--- config.mk ---
export PLATFORM = sky130hd
export DESIGN_NAME = pcm_transmitter
export DESIGN_NICKNAME = d
export VERILOG_FILES = /design/src/rtl/pcm_transmitter.sv
export SDC_FILE = /design/constraint.sdc
export NUM_CORES = 1
export LEC_CHECK = 0
export ABC_AREA = 1
export CORE_MARGIN = 2
export CORE_UTILIZATION = 40
export CTS_CLUSTER_DIAMETER = 150
export CTS_CLUSTER_SIZE = 24
export DETAILED_ROUTE_END_ITERATION = 16
export MAX_ROUTING_LAYER = met4
export PLACE_DENSITY_LB_ADDON = 0.25
export SLEW_MARGIN = 20
export SYNTH_ARGS = -nofsm -noshare
export SYNTH_HDL_FRONTEND = slang
export SYNTH_SLANG_ARGS = --single-unit
export TNS_END_PERCENT = 20
--- constraint.sdc ---
create_clock -name clk_i -period 4.25 [get_ports clk_i]
set_input_delay 0.85 -clock clk_i [delete_from_list [all_inputs] [get_ports clk_i]]
set_output_delay 0.85 -clock clk_i [all_outputs]
set_load 0.01 [all_outputs]
--- src/rtl/pcm_transmitter.sv ---
// pcm_transmitter: serial PCM frame generator (sync word followed by FIFO data bytes).
// Each bit lasts 2*DIV clk_i cycles. The new bit is presented at baud count 0 together
// with the update level of txd_clk_o (~edge). The clock moves to the sampling level at
// count DIV. Data bytes are prefetched from a FIFO one bit period ahead of use; an empty
// FIFO substitutes 8'hFF and pulses underflow_o.
// Optional build macro PCM_TX_CLK_GATE_EN: when defined, txd_clk_o is parked at its
// idle level in IDLE; otherwise the baud counter and txd_clk_o free-run in IDLE.
// Handshake: rd_req_o is a one-clk strobe. rd_data_i must be valid on the clk that
// follows the strobe, and it is captured at the end of that clk.
module pcm_transmitter #(
    parameter int DIV = 4
) (
    input  logic        clk_i,
    input  logic        rst_i,
    input  logic        tx_en_i,
    input  logic        edge_i,
    input  logic [1:0]  number_i,
    input  logic [15:0] length_i,
    input  logic [31:0] code_i,
    input  logic [7:0]  rd_data_i,
    input  logic        empty_i,
    output logic        rd_req_o,
    output logic        txd_data_o,
    output logic        txd_clk_o,
    output logic        busy_o,
    output logic        frame_done_o,
    output logic        underflow_o
);

    typedef enum logic [1:0] {ST_IDLE, ST_SYNC, ST_DATA} state_t;

    localparam logic [8:0] BAUD_LAST = 9'(2 * DIV - 1);
    localparam logic [8:0] BAUD_HALF = 9'(DIV);

    state_t      state_q, state_d;
    logic [8:0]  baud_q, baud_d;
    logic [4:0]  bit_q, bit_d;
    logic [15:0] byte_cnt_q, byte_cnt_d;
    logic [15:0] len_m1_q, len_m1_d;
    logic [31:0] code_q, code_d;
    logic        edge_q, edge_d;
    logic [7:0]  byte_q, byte_d;
    logic [7:0]  nxt_q, nxt_d;
    logic        pend_q, pend_d;
    logic        rd_req_q, rd_req_d;
    logic        txd_data_q, txd_data_d;
    logic        txd_clk_q, txd_clk_d;
    logic        busy_q, busy_d;
    logic        done_q, done_d;
    logic        under_q, under_d;

    logic        last_byte;
    logic        start;
    logic [4:0]  sync_top;
    logic [4:0]  nb;

    // Next-state logic: bit sequencing, byte prefetch and frame start/end.
    always_comb begin
        state_d    = state_q;
        baud_d     = baud_q;
        bit_d      = bit_q;
        byte_cnt_d = byte_cnt_q;
        len_m1_d   = len_m1_q;
        code_d     = code_q;
        edge_d     = edge_q;
        byte_d     = byte_q;
        nxt_d      = nxt_q;
        pend_d     = rd_req_q;
        rd_req_d   = 1'b0;
        under_d    = 1'b0;
        done_d     = 1'b0;
        txd_data_d = txd_data_q;
        txd_clk_d  = txd_clk_q;
        busy_d     = busy_q;
        start      = 1'b0;
        last_byte  = (byte_cnt_q == len_m1_q);
        sync_top   = {~number_i, 3'b111};
        nb         = bit_q - 5'd1;

        // FIFO data arrives one clk after the strobe.
        if (pend_q) begin
            nxt_d = rd_data_i;
        end

        case (state_q)
            ST_IDLE: begin
                busy_d     = 1'b0;
                txd_data_d = 1'b1;
`ifdef PCM_TX_CLK_GATE_EN
                baud_d     = 9'd0;
                txd_clk_d  = ~edge_i;
`else
                baud_d = (baud_q == BAUD_LAST) ? 9'd0 : baud_q + 9'd1;
                if (baud_d == 9'd0) begin
                    txd_clk_d = ~edge_i;
                end else if (baud_d == BAUD_HALF) begin
                    txd_clk_d = edge_i;
                end
`endif
                if (tx_en_i) begin
                    start = 1'b1;
                end
            end
            default: begin
                // Prefetch at the start of the last bit of the sync word or of a non-final byte.
                if (baud_q == 9'd0 && bit_q == 5'd0 && (state_q == ST_SYNC || !last_byte)) begin
                    if (!empty_i) begin
                        rd_req_d = 1'b1;
                    end else begin
                        under_d = 1'b1;
                        nxt_d   = 8'hFF;
                    end
                end
                if (baud_q == BAUD_LAST) begin
                    baud_d    = 9'd0;
                    txd_clk_d = ~edge_q;
                    if (bit_q != 5'd0) begin
                        bit_d      = nb;
                        txd_data_d = (state_q == ST_SYNC) ? code_q[nb] : byte_q[nb[2:0]];
                    end else if (state_q == ST_SYNC || !last_byte) begin
                        state_d    = ST_DATA;
                        bit_d      = 5'd7;
                        byte_d     = nxt_q;
                        txd_data_d = nxt_q[7];
                        byte_cnt_d = (state_q == ST_SYNC) ? 16'd0 : byte_cnt_q + 16'd1;
                    end else begin
                        done_d = 1'b1;
                        if (tx_en_i) begin
                            start = 1'b1;
                        end else begin
                            state_d    = ST_IDLE;
                            busy_d     = 1'b0;
                            txd_data_d = 1'b1;
                            txd_clk_d  = ~edge_i;
                        end
                    end
                end else begin
                    baud_d = baud_q + 9'd1;
                    if (baud_d == BAUD_HALF) begin
                        txd_clk_d = edge_q;
                    end
                end
            end
        endcase

        // Frame start latches the configuration and presents the sync MSB immediately.
        if (start) begin
            state_d    = ST_SYNC;
            baud_d     = 9'd0;
            bit_d      = sync_top;
            code_d     = code_i;
            edge_d     = edge_i;
            len_m1_d   = (length_i == 16'd0) ? 16'd0 : length_i - 16'd1;
            byte_cnt_d = 16'd0;
            busy_d     = 1'b1;
            txd_clk_d  = ~edge_i;
            txd_data_d = code_i[sync_top];
        end
    end

    // State and output registers with synchronous reset.
    always_ff @(posedge clk_i) begin
        if (rst_i) begin
            state_q    <= ST_IDLE;
            baud_q     <= 9'd0;
            bit_q      <= 5'd0;
            byte_cnt_q <= 16'd0;
            len_m1_q   <= 16'd0;
            code_q     <= 32'd0;
            edge_q     <= 1'b0;
            byte_q     <= 8'd0;
            nxt_q      <= 8'd0;
            pend_q     <= 1'b0;
            rd_req_q   <= 1'b0;
            txd_data_q <= 1'b1;
            txd_clk_q  <= 1'b1;
            busy_q     <= 1'b0;
            done_q     <= 1'b0;
            under_q    <= 1'b0;
        end else begin
            state_q    <= state_d;
            baud_q     <= baud_d;
            bit_q      <= bit_d;
            byte_cnt_q <= byte_cnt_d;
            len_m1_q   <= len_m1_d;
            code_q     <= code_d;
            edge_q     <= edge_d;
            byte_q     <= byte_d;
            nxt_q      <= nxt_d;
            pend_q     <= pend_d;
            rd_req_q   <= rd_req_d;
            txd_data_q <= txd_data_d;
            txd_clk_q  <= txd_clk_d;
            busy_q     <= busy_d;
            done_q     <= done_d;
            under_q    <= under_d;
        end
    end

    assign rd_req_o     = rd_req_q;
    assign txd_data_o   = txd_data_q;
    assign txd_clk_o    = txd_clk_q;
    assign busy_o       = busy_q;
    assign frame_done_o = done_q;
    assign underflow_o  = under_q;

endmodule
## Word level (Yosys, flattened, before mapping)

Cells that the tools add are included.

| operators by class | value |
|---|---|
| $add $sub $neg | 4 |
| multiply operators | 0 |
| divide/modulo/power cells | 0 |
| order comparisons | 3 |
| eq/ne operators | 14 |
| shifts and indexed selects | 0 |
| muxes and demuxes | 54 |
| bitwise gates (word level) | 7 |
| reductions and logical operators | 24 |

Operator list:

| cell | number |
|---|---|
| $mux 1 | 37 |
| $mux 16 | 2 |
| $mux 8 | 4 |
| $eq 9x3->1 const B | 3 |
| $mux 5 | 5 |
| $logic_not 9->1 | 2 |
| $add 16x1->16 const B | 1 |
| $eq 16x16->1 | 1 |
| $logic_not 16->1 | 1 |
| $reduce_and 4->1 | 4 |
| $sub 16x1->16 const B | 1 |
| $lt 5x6->1 const B | 2 |
| $add 9x1->9 const B | 1 |
| $mux 9 | 1 |
| $ne 3x1->1 const B | 2 |
| $ne 3x2->1 const B | 2 |
| $not 1->1 | 6 |
| $reduce_bool 3->1 | 2 |
| $bmux 1 s5 | 1 |
| $logic_not 5->1 | 1 |
| $ne 5x1->1 const B | 1 |
| $reduce_bool 5->1 | 1 |
| $sub 5x1->5 const B | 1 |
| $lt 3x4->1 const B | 1 |
| other kinds (19) | 23 |

| storage, ports and cells | value |
|---|---|
| register bits after elaboration | 104 |
| bits in latches | 0 |
| RAM bits | 0 |
| memory bits (read-only) | 0 |
| input bits | 63 |
| word-level logic and storage cells | 123 |
| memories | 0 |

## Longest topological paths before layout

| logic depth | value |
|---|---|
| depth after elaboration | 9 |
| depth in mapped cells | 16 |
| depth with buffers taken out | 16 |

## Worst setup path before layout

OpenSTA, ideal clock, no wires.

| timing path | value |
|---|---|
| path type | input to register |
| start point | input port length_i[0] |
| end point | register len_m1_q[2] |
| library setup time | 117 ps |
| arrival time | 2270 ps |
| data required time | 4133 ps |
| slack | 1863 ps |
| cell stages on the path | 15 |
| path through | inv_1 -> ha_1 -> nand2_1 -> nor2_2 -> nand2_1 -> nor3_2 -> nand3b_1 -> nor2_1 -> nand2_1 -> nor2_1 -> inv_2 -> nand2_1 -> inv_2 -> nand3_1 -> o21ai_1 |

| between the ends | value |
|---|---|
| cells in the longest elaborated chain, start to end | 2 |
| elaborated cells on any way between the ends | 3 |
| those cells by class | add/sub: 1; mux: 1; reduce/logical: 1 |

Ends and longest elaborated chain:

| item | RTL line | text |
|---|---|---|
| start, declared | 18 | `input logic [15:0] length_i,` |
| $sub 16x1->16 or $logic_not 16->1 (tied branches) | 153 | `len_m1_d = (length_i == 16'd0) ? 16'd0 : length_i - 16'd1;` |
| $mux 16 (*) | 153 |  |
| end signal, assigned | 185 | `len_m1_q <= len_m1_d;` |
| end, declared | 39 | `logic [15:0] len_m1_q, len_m1_d;` |

Every way passes the cells marked *; elsewhere a longest branch is shown, timed or not.
A chain may end at the register's enable or synchronous reset.

## Worst setup path in the final report

Same ends and word-level chain as after synthesis.

==> flow_summary_export.csv <==
group,metric,value,unit
synthesis,synth_warnings,0,
synthesis,yosysMostFrequentCell,"nand2_1",
floorplanning,die_h,121,um
final_layout,drive_above_1_share,10.7,%
global_route,grt_max_degree,43,
routing,vias,4928,
placement,place_congestion,0.919,
clock_tree,numCtsBuffers,9,
synthesis,yosys.area.top_type,"dfxtp_1",
setup_path,cp_max_fo,5,
routing,firstDrtPassIters,5,
final_layout,final_nets,898,
synthesis,netlist.area_leader.share,37.9,%
global_route,track_usage,19.5,%
synthesis,synth_edf_count,0,
synthesis,netlist_area,5490,um^2
floorplanning,start_util,41.2,%
sta,fin_crit,2760,ps
clock_tree,cts_sinks,104,
synthesis,synthTopCellsByArea,"dfxtp_1 38%, nand2_1 11%, inv_1 6.0%",
clock_tree,tritoncts,"built",
synthesis,ys_types,43,
sta,tightest_slew,950,ps
clock_tree,hold_buffers,0,
routing,routed_via_density,4.88,
synthesis,synth_flop_cell,"dfxtp_1",
synthesis,syn_inst,767,
floorplanning,rows,42,
final_layout,num_antenna_cells,0,
floorplanning,dieArea,14700,um^2
placement,portBuffers,68,
synthesis,async_flop_share,0,%
sta,report.final.hold_viol_count,0,
sta,fmax,0.362,GHz
power,vdd_drop_max,0.000228,V
synthesis,yosysSeqAreaShare,37.9,%
clock_tree,cts_setup_buffers,0,
sta,rsz0062_at_grt,"false",
setup_path,cp-end-kind,"register",
routing,drt_iter0_markers,301,
final_layout,areaGrowthSynthToFinish,20.0,%
clock_tree,cts_max_level,3,
setup_path,crit_required,4460,ps
routing,post_drt_wl_per_cell,13.1,um
clock_tree,clockBufferDepth,2,
sta,setup_viol,0,
sta,tns,0,ps
power,p_leak,2.69,nW
placement,dpl.cell_count,993,
clock_tree,ctsResizeCount,0,
synthesis,netlist_top_cells_count,"166 x nand2_1, 104 x dfxtp_1, 88 x inv_1",
floorplanning,core_area,13300,um^2
setup_path,crit_type,"input pin to register",
sta,slew_headroom,36.6,%
sta,drv_slew,0,
job,maxCapViolCount,0,
routing,wirelength,13300,um
routing,drtAntennaViolNets,0,
power,power_density,351,nW/um^2
sta,finClkSkew,9.88,ps
clock_tree,insertion_delay,350,ps
placement,dpl.hpwl,9630,um
hold_path,hold_path.class,"register to register",
floorplanning,pin_count,69,
synthesis,syn_nets,837,
global_route,grt_antenna_before_repair,0,
global_route,grt_pass1_wl,22000,um
routing,drc,0,
sta,hold_slack,428,ps
run_status,status,"finished, final reports clean",
final_layout,fillerInstances,1369,
power,finalPower,2.31,mW
clock_tree,cts-root-buf,"clkbuf_16",
clock_tree,cts.reportedPaths.clkPinSlew,70,ps
final_layout,seqCellArea,2080,um^2
global_route,grt.overflow.total,0,
synthesis,ys_seq_elements,104,
global_route,grt_pass1_vias,4505,
setup_path,cp-start-kind,"input pin",
sta,min_period_over_period,65.0,%
final_layout,multi_input_area,2860,um^2
synthesis,avgSynthCellArea,7.16,um^2
final_layout,layout.cells.non_filler,1009,
floorplanning,die_w,121,um
setup_path,cp.arrival,2970,ps
==> routing by layer <==
metal	global-route usage (%)	wire (um)	vias to the layer above
met1	26.1	6530	2185
met2	30.4	5990	109
li1	-	-	2627
met5	-	0	-
met3	4.37	618	7
met4	3.88	112	0
==> kinds of logic after synthesis <==
logic type	after synthesis	synth area share [%]
buffers and inverters	131	10.1
adder cells (fa/ha/maj)	7	1.59
AO/OA/AOI/OAI	145	16.5
XOR/XNOR	31	4.94
flip-flops	104	37.9
AND/OR/NAND/NOR	349	28.9
==> through the flow <==
step / setup WS [ps] / instance area [um^2] / utilization [%]
3_5_place_dp: 1130 / 6290 / 47.1
2_1_floorplan: 1860 / 5490 / -
4_1_cts: 1510 / 6590 / 49.4
3_3_place_gp: 1210 / 6290 / 47.1
5_1_grt: 1230 / 6590 / 49.4
6_report: 1490 / 6590 / 49.4
==> final timing paths <==
check | startpoint | end | slack (ps) | cells after the start
max reg2reg | baud_q[0] | len_m1_q[1] | 1610 | 12
min | rd_req_o | pend_q | 430 | 2
max | length_i[0] | len_m1_q[2] | 1490 | 16
min reg2reg | rd_req_o | pend_q | 430 | 2
==> worst max-delay path, cell delays in order <==
cell and delay (ps):
clkdlybuf4s50_1 440, inv_1 90, ha_1 180, nand2_1 70, nor2_2 140, nand2_1 110
nor3_2 170, nand3b_1 170, nor2_1 120, nand2_1 70, nor2_1 150, inv_2 90
nand2_1 120, inv_2 60, nand3_1 60, o21ai_1 80
==> registers in the layout, summed over array words and instances (netlist names), 2 cells and up <==
signal	count
byte_q	8
state_q	2
bit_q	5
byte_cnt_q	16
len_m1_q	16
code_q	32
baud_q	9
nxt_q	8
==> layout by cell type, fill, tap and decap left out, drive strengths merged <==
master,netlist,routed
nand2,184,184
inv,106,107
dfxtp,104,104
nor2,75,75
clkdlybuf4s50,0,68
o21ai,68,68
nand3,54,54
a21oi,38,38
xor2,16,16
o211ai,16,16
nor3,16,16
xnor2,15,15
nand4,12,12
clkbuf,8,12
a22o,11,11
ha,7,7
o31ai,6,6
buf,14,4
clkinv,3,4
nor3b,3,3
nor4,2,2
nand3b,2,2
o22ai,2,2
a221oi,2,2
o21bai,1,1
or2,1,1
a211oi,1,1
clkinvlp,0,1
bufinv,0,1
==> final cells by class <==
type	count	share of cell area, %
multi-input cells	532	43.3
well taps	176	3.34
flip-flops and latches	104	31.6
repair buffers	72	10.8
clock buffers	12	3.89
clock inverters	4	0.778
inverters	109	6.32
==> power by group <==
group	internal (mW)	switching, mW
Sequential	1.02	0.0280
Combinational	0.167	0.243
Clock	0.490	0.362
Total	1.68	0.633
Power figures use the tool's default switching activity.
